===== src/rtl/matrix_scan_scheduler.sv =====
// HUB75 refresh sequencer: walks row pairs and BCM bit planes, generating shift, latch and
// output-enable timing, and swaps the displayed framebuffer half at frame boundaries.
module matrix_scan_scheduler #(
  parameter int PIXEL_COLUMNS      = 64,
  parameter int ROW_BITS           = 4,
  parameter int PWM_BITS           = 4,
  parameter int BASE_DISPLAY_TICKS = 8,
  parameter int LATCH_CYCLES       = 2,
  localparam int COL_W             = $clog2(PIXEL_COLUMNS),
  localparam int BP_W              = (PWM_BITS > 1) ? $clog2(PWM_BITS) : 1
) (
  input  logic                clk_in,
  input  logic                reset,
  input  logic                enable,
  input  logic                frame_swap_req,
  output logic                frame_swap_ack,
  output logic                frame_select,
  output logic [COL_W-1:0]    column_address,
  output logic [ROW_BITS-1:0] row_address,
  output logic [BP_W-1:0]     bitplane,
  output logic                pixel_clk,
  output logic                row_latch,
  output logic                oe_n,
  output logic [ROW_BITS-1:0] row_address_active
);

  localparam int DISP_W = $clog2(BASE_DISPLAY_TICKS << (PWM_BITS - 1)) + 1;
  localparam int LAT_W  = $clog2(LATCH_CYCLES) + 1;

  typedef enum logic [2:0] {IDLE, SHIFT, BLANK, LATCH, DISPLAY} state_t;

  state_t             state, state_next;
  logic [LAT_W-1:0]   lat_cnt;
  logic [DISP_W-1:0]  disp_cnt;
  logic [DISP_W-1:0]  plane_ticks;
  logic               pending;
  logic               last_col, lat_done, disp_done;
  logic               last_plane, last_row;
  logic               plane_end, frame_end, swap_now;

  // pixel_clk doubles as the shift phase bit: low = present column, high = clock it in
  assign plane_ticks = DISP_W'(BASE_DISPLAY_TICKS) << bitplane;
  assign last_col    = pixel_clk && (column_address == COL_W'(PIXEL_COLUMNS - 1));
  assign lat_done    = (lat_cnt == LAT_W'(LATCH_CYCLES - 1));
  assign disp_done   = (disp_cnt == plane_ticks - DISP_W'(1));
  assign last_plane  = (bitplane == BP_W'(PWM_BITS - 1));
  assign last_row    = &row_address;
  assign plane_end   = (state == DISPLAY) && disp_done;
  assign frame_end   = plane_end && last_plane && last_row;
  // a request landing in the boundary cycle itself still makes this frame's swap
  assign swap_now    = frame_end && (pending || frame_swap_req);

  always_comb begin
    state_next = state;
    case (state)
      IDLE:    if (enable) state_next = SHIFT;
      SHIFT:   if (last_col) state_next = BLANK;
      BLANK:   state_next = LATCH;
      LATCH:   if (lat_done) state_next = DISPLAY;
      DISPLAY: if (disp_done) state_next = enable ? SHIFT : IDLE;
      default: state_next = IDLE;
    endcase
  end

  always_ff @(posedge clk_in) begin
    if (reset) state <= IDLE;
    else       state <= state_next;
  end

  always_ff @(posedge clk_in) begin
    if (reset) begin
      column_address     <= '0;
      row_address        <= '0;
      bitplane           <= '0;
      row_address_active <= '0;
      lat_cnt            <= '0;
      disp_cnt           <= '0;
      pending            <= 1'b0;
      frame_select       <= 1'b0;
      frame_swap_ack     <= 1'b0;
      pixel_clk          <= 1'b0;
      row_latch          <= 1'b0;
      oe_n               <= 1'b1;
    end else begin
      // panel strobes are decoded from the next state so they line up with it
      oe_n      <= (state_next != DISPLAY);
      row_latch <= (state_next == LATCH);
      pixel_clk <= (state == SHIFT) ? ~pixel_clk : 1'b0;

      if (state == SHIFT && pixel_clk)
        column_address <= last_col ? '0 : column_address + COL_W'(1);

      lat_cnt  <= (state == LATCH)   ? lat_cnt + LAT_W'(1)   : '0;
      disp_cnt <= (state == DISPLAY) ? disp_cnt + DISP_W'(1) : '0;

      if (state == BLANK)
        row_address_active <= row_address;

      if (plane_end) begin
        bitplane <= last_plane ? '0 : bitplane + BP_W'(1);
        if (last_plane)
          row_address <= row_address + ROW_BITS'(1);
      end

      frame_swap_ack <= swap_now;
      if (swap_now) begin
        frame_select <= ~frame_select;
        pending      <= 1'b0;
      end else if (frame_swap_req) begin
        pending <= 1'b1;
      end
    end
  end

endmodule


===== config.mk =====
export PLATFORM = sky130hd
export DESIGN_NAME = matrix_scan_scheduler
export DESIGN_NICKNAME = d
export VERILOG_FILES = /design/src/rtl/matrix_scan_scheduler.sv
export SDC_FILE = /design/constraint.sdc
export NUM_CORES = 1
export LEC_CHECK = 0
export ABC_AREA = 1
export CAP_MARGIN = 20
export CORE_MARGIN = 2
export CORE_UTILIZATION = 35
export DETAILED_ROUTE_END_ITERATION = 7
export PLACE_DENSITY = 0.55
export SETUP_SLACK_MARGIN = 0.15
export SKIP_LAST_GASP = 1
export SYNTH_ARGS = -nofsm -noshare
export SYNTH_HDL_FRONTEND = slang
export SYNTH_SLANG_ARGS = --single-unit

===== constraint.sdc =====
create_clock -name clk_in -period 1.7 [get_ports clk_in]
set_clock_uncertainty 0.1 [all_clocks]
set_input_delay 0.34 -clock clk_in [delete_from_list [all_inputs] [get_ports clk_in]]
set_output_delay 0.34 -clock clk_in [all_outputs]
set_load 0.02 [all_outputs]

Yosys cells after proc, flatten, opt, wreduce, memory -nomap -nowiden
Index checks and enable logic that the tools add are counted.
Word-level totals
  bits in registers: 34
  bits in latches: 0
  memory bits (writable): 0
  ROM bits: 0
  output and inout bits: 21
  logic and storage cells: 57
  memories kept: 0
Cells by class
  add/subtract/negate cells: 6
  multipliers: 0
  divide/modulo/power cells: 0
  magnitude comparators: 0
  equality and inequality tests: 10
  shift operators: 1
  muxes and demuxes: 8
  bitwise logic cells: 5
  reductions and logical operators: 14
Operators by type and width (number)
  3-bit case mux with 5 select lines: 1
  3-bit two-way mux: 4
  3-bit by 2-bit equality test with 1-bit output, second input constant: 3
  2-bit OR reduction: 4
  7-bit by 1-bit adder with 7-bit output, second input constant: 1
  7-bit equality test: 1
  4-bit by 2-bit << shifter with 7-bit output, first input constant: 1
  7-bit by 1-bit subtractor with 7-bit output, second input constant: 1
  6-bit by 1-bit adder with 6-bit output, second input constant: 1
  6-bit equality test, second input constant: 1
  1-bit logical AND: 6
  6-bit two-way mux: 1
  1-bit NOT: 5
  2-bit by 1-bit adder with 2-bit output, second input constant: 2
  4-bit by 1-bit adder with 4-bit output, second input constant: 1
  4-bit AND reduction: 1
  3-bit by 1-bit equality test with 1-bit output, second input constant: 1
  3-bit equality test, second input constant: 1
  3-bit zero test: 1
  3-bit inequality test, second input constant: 1
  2-bit by 1-bit equality test with 1-bit output, second input constant: 1
  2-bit equality test, second input constant: 1
  2-bit two-way mux: 1
  2-bit AND reduction: 1
  2 further kinds: 2

Depth between registers and ports, before layout
Gate-level depths: netlist of run 1.
  depth in word-level cells: 8
  mapped depth: 13
  gate-level depth less buffers: 13

Worst setup path before layout of run 1
OpenSTA, ideal clock, no wires.
  path kind: reg-to-reg
  from: register bitplane[0]
  to: register frame_select
  setup time: 115 ps
  data arrival time: 1589 ps
  setup slack: -104 ps
  stages on the path, launching flop included: 13
  buffers on the path: 0
  path through: dfxtp_1 -> inv_1 -> ha_1 -> inv_1 -> nand2_1 -> nand2_1 -> nand2_1 -> nand2_1 -> nand3_2 -> nor2_4 -> nand4_1 -> nand3_1 -> nand2_1
Between the ends
  longest elaborated chain between the ends: 7
  elaborated cells between the ends (all ways): 8
Ends and longest elaborated chain
  from (decl): RTL line 20  | output logic [BP_W-1:0] bitplane,
  from (signal assigned): RTL line 100  | bitplane <= last_plane ? '0 : bitplane + BP_W'(1);
  4-bit by 2-bit << shifter with 7-bit output: RTL line 42  | assign plane_ticks = DISP_W'(BASE_DISPLAY_TICKS) << bitplane;
  7-bit by 1-bit subtractor with 7-bit output: RTL line 45  | assign disp_done = (disp_cnt == plane_ticks - DISP_W'(1));
  7-bit equality test: RTL line 45
  1-bit logical AND: RTL line 48  | assign plane_end = (state == DISPLAY) && disp_done;
  1-bit logical AND (*) (2 in series): RTL line 49  | assign frame_end = plane_end && last_plane && last_row;
  1-bit logical AND (*): RTL line 51  | assign swap_now = frame_end && (pending || frame_swap_req);
  to (signal assigned): RTL line 107  | frame_select <= ~frame_select;
  to (decl): RTL line 17  | output logic frame_select,
Mark *: on every way between the ends. The rest lies on a longest branch, timed or not.
A chain may end at the register's enable or synchronous reset.

Worst setup path after layout of run 1
  from: register bitplane[0]
  to: register pending
Between the ends
  longest elaborated chain between the ends: 8
  elaborated cells between the ends (all ways): 9
Ends and longest elaborated chain
  4-bit by 2-bit << shifter with 7-bit output: RTL line 42
  7-bit by 1-bit subtractor with 7-bit output: RTL line 45
  7-bit equality test: RTL line 45
  1-bit logical AND: RTL line 48
  1-bit logical AND (*) (2 in series): RTL line 49
  1-bit logical AND (*): RTL line 51
  2-bit OR reduction (no line) (*)
  to (signal assigned): RTL line 78  | pending <= 1'b0;
  to (signal assigned): RTL line 108  | pending <= 1'b0;
  to (signal assigned): RTL line 110  | pending <= 1'b1;
  to (decl): RTL line 36  | logic pending;
Marks and branches as above.

==> results of run 1 <==
-- layout by cell type, fill, tap and decap left out, drive strengths merged, types with 2 or more instances in the layout --
| cell | count |
|---|---|
| nand3 | 22 |
| o21ai | 5 |
| dfxtp | 34 |
| nor3b | 4 |
| ha | 8 |
| xor2 | 2 |
| nor4 | 2 |
| clkbuf | 10 |
| a21oi | 17 |
| buf | 15 |
| nand2 | 44 |
| dlygate4sd2 | 19 |
| nor2 | 28 |
| nor3 | 6 |
| clkdlybuf4s50 | 3 |
| inv | 32 |
| nand4 | 3 |
-- through the flow --
stage	TNS (ps)	cells	worst slack (ps)	util, %
after floorplan	0	216	103	-
after global placement	0	301	29.7	46.7
after detailed placement	0	301	22.0	46.7
after CTS	0	311	51.1	48.7
after global routing	-426	313	-91.4	49.6
final	0	313	32.8	49.6
-- state kept, by name, indices dropped and copies added, names as in the netlist, 2 cells and up --
signal and flops:
column_address 6, row_address_active 4, bitplane 2, disp_cnt 7
row_address 4, state 3, lat_cnt 2
-- layer usage --
layer  wire (um)  part of all wire (%)
met1        1890                    52
met2        1600                    44
met3         123                   3.4
met4          42                   1.1
met5           0                     0
-- final cells by class --
class	count	share of cell area, %
clock buffer	8	4.60
inverter	33	5.85
multi-input combinational	147	40.8
sequential	34	31.3
tap	52	2.95
timing repair buffer	39	14.5
-- power by group --
group          internal (mW)  switching, mW
combinational         0.0240         0.0367
clock                  0.379          0.288
sequential             0.799        0.00413
-- cells by family after synthesis --
group                    after synthesis  synth area share (%)
buffers and inverters                 35                  8.04
AO/OA/AOI/OAI                         26                  8.49
XOR/XNOR                               3                  1.59
flip-flops                            34                  41.2
AND/OR/NAND/NOR                      110                  34.6
adder cells (fa/ha/maj)                8                  6.07
-- worst max-delay path: cells and delay by family (launching register included) --
family | cells | cell delay (ps)
adder cells (fa/ha/maj) | 1 | 150
buffers and inverters | 3 | 150
flip-flops | 1 | 400
AND/OR/NAND/NOR | 8 | 770
-- cell usage after synthesis, types with 2 or more instances --
library cell / n / area (um^2)
nor3_1: 5 / 25.0
inv_1: 27 / 101
nor3b_1: 3 / 22.5
inv_2: 5 / 18.8
o21ai_1: 3 / 15.0
xor2_1: 2 / 17.5
ha_1: 8 / 100
nor2_2: 5 / 31.3
nand2_2: 3 / 18.8
dfxtp_1: 34 / 681
nand4_1: 2 / 12.5
nor2_1: 20 / 75.1
a21oi_1: 17 / 85.1
nand3_1: 20 / 100
nor2_4: 3 / 33.8
o21ai_0: 2 / 10.0
nand2_1: 41 / 154
nor4_1: 2 / 12.5
-- repair_timing --
action,in CTS,in global routing
gates resized for setup,22,17
buffers inserted,2,2
endpoints found under the setup margin,32,18
pin swaps,4,5
-- path summary, 6_finish.rpt --
check / depth (start not counted) / to / from
setup reg to reg: 12 / pending / bitplane[0]
hold reg to reg: 1 / disp_cnt[0] / disp_cnt[0]
hold / removal: 1 / disp_cnt[0] / disp_cnt[0]
setup / recovery: 12 / pending / bitplane[0]
==> metrics.csv, run 1 <==
stage,metric,value,unit
floorplanning,initial core utilization,37.1,%
final_layout,Nets,272,
critical_path,"Req. time, crit path",1780,ps
place,Port Buffers,24,
final_layout,Final Cell Area,2200,um^2
final_layout,area of the multi-input gates,900,um^2
route,WL per Instance,11.7,um
power_and_ir_drop,total power,1.53,mW
grt,grt total ovfl,0,
grt,routing usage on met1,20.1,%
floorplanning,die width,72.7,um
clocking,Clock Path Buffers,2,
final_layout,"Area growth, synth to finish",33.5,%
clocking,CTS Buf Count,5,
grt,GR peak layer,met2,
floorplanning,row count,24,
timing,Final Cycle Share,98.1,%
synthesis,synthesized instance count,216,
final_layout,Inserted Diodes,0,
final_layout,register area,689,um^2
synthesis,Async SR Flop Fraction,0,%
synthesis,Syn Std Cell Area,1650,um^2
route,DRT iter0 DRCs,61,
floorplanning,I/O pin count,25,
timing,Max transition margin,70.7,%
route,Routed WL,3650,um
grt,largest net degree at the start of global routing,17,
timing,final setup vio count,0,
grt,M2 GR Usage,23.3,%
timing,hold slack,319,ps
timing,fmax,600,MHz
synthesis,"EDFF count, synth",0,
final_layout,filler instances,457,
synthesis,number of synthesized register bits,34,
grt,first-pass GRT wire length,6130,um
floorplanning,die area,5280,um^2
place,GPL Wtd Cong,0.893,
synthesis,synth warn,0,
grt,All-Layer GR Usage,15.1,%
synthesis,Post-Syn Nets,228,
critical_path,flop2flop setup slack,30,ps
critical_path,crit end category,flop,
timing,min Tclk post-route,1670,ps
critical_path,Worst setup SP type,flop,
synthesis,number of library cell types mapped by synthesis,32,
synthesis,register area share after synthesis,41.2,%
place,Post-Place Cell Area,2070,um^2
critical_path,crit-path cells,"inv_4, ha_4, inv_2, nand2_2, nand2_2, nand2_1, nand2_1, nand3_2, nor2_4, nand4_1, nand3_1, inv_1",
route,1st-pass router iterations,4,
critical_path,CP max stage delay,400,ps
clocking,Clock transition at path regs,70,ps
timing,final slew viol count,0,
route,Antenna Nets Post-Route,0,
power_and_ir_drop,leakage power,0.936,nW
power_and_ir_drop,power density over the cells,695,nW/um^2
flow_run,Max-Cap Viols,0,
route,via count,1468,
critical_path,crit path DAT,1740,ps
timing,"Hold Violations, Final",0,
clocking,H-tree depth,2,
timing,RSZ-0062 raised after global routing,yes,
route,residual DRC count,0,
clocking,TritonCTS clock tree,yes,
floorplanning,Core Area,4440,um^2
clocking,hold_buf cts,0,
status,status,"complete, no violations",
synthesis,mean post-synth cell area,7.64,um^2
grt,antenna violations before repair,0,
grt,vias in the first global route,1380,
grt,routing usage on met3,3.31,%
timing,worst-margin pin slew,434,ps
synthesis,ys flop type,dfxtp_1,
power_and_ir_drop,VDD IR-drop max,0.441,mV
route,Vias/cell,4.69,
clocking,Clock Latency Late Sink,280,ps
critical_path,Crit Path Category,reg -> reg,
min_path,Hold/Removal Path Class,reg -> reg,
clocking,CTS root buf,clkbuf_8,
critical_path,Critical-path top delay cell,dfxtp_4,
place,DP Wirelength,2660,um
floorplanning,Die H,72.7,um
critical_path,critical path peak fanout,6,
clocking,CTS Sinks,34,
final_layout,share of post-route cells with drive strength above 1,26.1,%
Power figures use the tool's default switching activity.
==> run 2, diff against run 1 <==
--- a/config.mk
+++ b/config.mk
@@ -6,9 +6,9 @@
 export NUM_CORES = 1
 export LEC_CHECK = 0
 export ABC_AREA = 1
-export CAP_MARGIN = 20
 export CORE_MARGIN = 2
 export CORE_UTILIZATION = 35
+export CTS_CLUSTER_DIAMETER = 80
 export DETAILED_ROUTE_END_ITERATION = 7
 export PLACE_DENSITY = 0.55
 export SETUP_SLACK_MARGIN = 0.15
==> results of run 2 <==
Same layout as run 1: the final DEF is identical, and so are final timing and power.
==> run 3, diff against run 2 <==
--- a/config.mk
+++ b/config.mk
@@ -6,11 +6,10 @@
 export NUM_CORES = 1
 export LEC_CHECK = 0
 export ABC_AREA = 1
-export CORE_MARGIN = 2
 export CORE_UTILIZATION = 35
 export CTS_CLUSTER_DIAMETER = 80
 export DETAILED_ROUTE_END_ITERATION = 7
-export PLACE_DENSITY = 0.55
+export PLACE_DENSITY = 0.6
 export SETUP_SLACK_MARGIN = 0.15
 export SKIP_LAST_GASP = 1
 export SYNTH_ARGS = -nofsm -noshare
==> run 3 against run 2 <==
  * The flow now finishes with violations (DRC)
  * Maximum frequency grew 2.2%
  * Core utilization grew 1.3 points
  * Sequential power is essentially flat
  * Sequential share of layout area shrank 0.67 points
  * Global-route usage is essentially flat
  * First-iteration DRC count grew 8.2%
  * Worst hold slack gained 10 ps
  * Critical path type unchanged
==> metrics.csv, run 3 (synthesis results as in run 1) <==
stage,metric,value,unit
clocking,hold_buf cts,0,
critical_path,crit-path cells,"inv_4, ha_4, inv_2, nand2_2, nand2_2, nand2_1, nand2_1, nand3_2, buf_4, nand2_4, nor2_4, a21oi_2, nor2_2",
final_layout,"Area growth, synth to finish",36.9,%
grt,antenna violations before repair,0,
timing,RSZ-0062 raised after global routing,yes,
critical_path,Worst Reg2Reg Path Length in Cells,13,
status,failing checks,DRC,
place,Port Buffers,24,
floorplanning,initial core utilization,37.1,%
floorplanning,row count,24,
critical_path,crit end category,flop,
floorplanning,I/O pin count,25,
route,Routed WL,3290,um
final_layout,"commonest non-fill, non-tap cells in the layout","nand2_1 (36), dfxtp_1 (29), inv_1 (24)",
final_layout,"commonest non-fill, non-tap cell in the layout",nand2_1,
timing,fmax,613,MHz
critical_path,Reg-to-Reg End,state[2],
floorplanning,die width,70.7,um
grt,grt total ovfl,0,
timing,Max transition margin,71.8,%
route,DRT iter0 DRCs,66,
power_and_ir_drop,VDD IR-drop max,0.436,mV
clocking,Clock Path Buffers,2,
place,GPL Wtd Cong,0.758,
timing,Final Cycle Share,95.9,%
clocking,Clock Latency Late Sink,290,ps
timing,worst-margin pin slew,418,ps
critical_path,Critical-path top delay cell,dfxtp_4,
status,status,"complete, but fails checks",
grt,All-Layer GR Usage,15.1,%
clocking,CTS Buf Count,5,
critical_path,crit path DAT,1710,ps
grt,routing usage on met3,4.70,%
critical_path,FF-to-FF Start,bitplane[0],
critical_path,flop2flop setup slack,70,ps
min_path,Hold/Removal Path Class,reg -> reg,
route,residual DRC count,4,
final_layout,final core utilization,50.8,%
final_layout,area of the multi-input gates,928,um^2
timing,hold slack,329,ps
place,DP Wirelength,2520,um
final_layout,filler instances,447,
clocking,CTS root buf,clkbuf_8,
floorplanning,Die H,70.7,um
clocking,Clock transition at path regs,70,ps
clocking,CTS Sinks,34,
final_layout,share of post-route cells with drive strength above 1,26.3,%
clocking,H-tree depth,2,
place,Post-Place Cell Area,2080,um^2
floorplanning,die area,4990,um^2
grt,largest net degree at the start of global routing,17,
flow_run,Max-Cap Viols,0,
final_layout,register area,692,um^2
power_and_ir_drop,power density over the cells,765,nW/um^2
power_and_ir_drop,leakage power,0.956,nW
route,WL per Instance,10.6,um
critical_path,"Req. time, crit path",1780,ps
clocking,TritonCTS clock tree,yes,
route,via count,1442,
min_path,Hold EP,lat_cnt[0],
timing,min Tclk post-route,1630,ps
min_path,hold path depth,1,
grt,M2 GR Usage,22.9,%
final_layout,max reg flops,7,
power_and_ir_drop,total power,1.73,mW
timing,final slew viol count,0,
timing,"Hold Violations, Final",0,
critical_path,Worst setup SP type,flop,
critical_path,CP max stage delay,410,ps
route,Vias/cell,4.64,
grt,vias in the first global route,1339,
critical_path,critical path peak fanout,6,
min_path,HP Start,lat_cnt[0],
timing,worst setup margin,69.0,ps
grt,routing usage on met1,20.6,%
place,Place WS,45.1,ps
floorplanning,Core Area,4440,um^2
critical_path,Crit Path Category,reg -> reg,
timing,final setup vio count,0,
grt,GR peak layer,met2,
final_layout,Nets,270,
final_layout,Top reg by flops,disp_cnt,
final_layout,Largest regs,"disp_cnt x7, column_address x6",
route,Antenna Nets Post-Route,0,
route,1st-pass router iterations,6,
grt,first-pass GRT wire length,5850,um
final_layout,Final Cell Area,2260,um^2
final_layout,Inserted Diodes,0,
run 3: changes by cell type in the layout (fill, tap and decap cells not counted), moves of 2 or more:
cell      change
buf_4         -2
nor2_2        -2
inv_1         +2
nor2_4        +2
dfxtp_1       -2
dfxtp_2       +2
inv_2         -2
clkbuf_1      -2
run 3: stage by stage:
stage          cells  setup TNS [ps]
5_1_grt          311            -280
2_1_floorplan    216               0
6_report         311               0
4_1_cts          310               0
3_3_place_gp     302               0
3_5_place_dp     302               0
run 3: worst max path at each step:
stage	slack [ps]	depth (start not counted)	start	to
global route	-50	8	bitplane[0]	row_address[0]
CTS	70	12	bitplane[0]	frame_select
detailed placement	50	12	bitplane[0]	frame_select
finish	70	13	bitplane[0]	state[2]
floorplan	100	12	bitplane[0]	frame_select
global placement	70	12	bitplane[1]	pending
run 3: worst max-delay path: cells and delay by family, from the launching register on:
family / cells / cell delay [ps]
DFF: 1 / 410
and+or+nand+nor: 8 / 500
adders and majority gates: 1 / 160
AOI/OAI and AO/OA: 1 / 110
buffers and inverters: 3 / 270
run 3: layout make-up:
cell class | count | share of cell area (%)
Multi-Input combinational cell | 147 | 41.1
Sequential cell | 34 | 30.6
Timing Repair Buffer | 37 | 13.6
Inverter | 33 | 5.70
Clock buffer | 7 | 4.76
Tap cell | 52 | 2.88
Clock inverter | 1 | 1.33
run 3: power by group:
| group | switching (mW) | total, mW | internal (mW) |
|---|---|---|---|
| registers | 0.00404 | 0.803 | 0.799 |
| logic | 0.0357 | 0.0600 | 0.0242 |
| clock network | 0.300 | 0.866 | 0.566 |
run 3: routing by layer:
metal / up-vias / share of wire (%)
met5: - / 0
met4: 0 / 1.1
met3: 5 / 4.1
met2: 20 / 41
met1: 634 / 54
li1: 783 / -
run 3: what timing repair did:
action | 4_1_cts | 5_1_grt
gates resized for setup | 22 | 20
gates cloned | 0 | 0
setup endpoints to repair | 32 | 18
buffers inserted | 0 | 1
pin swaps | 5 | 1
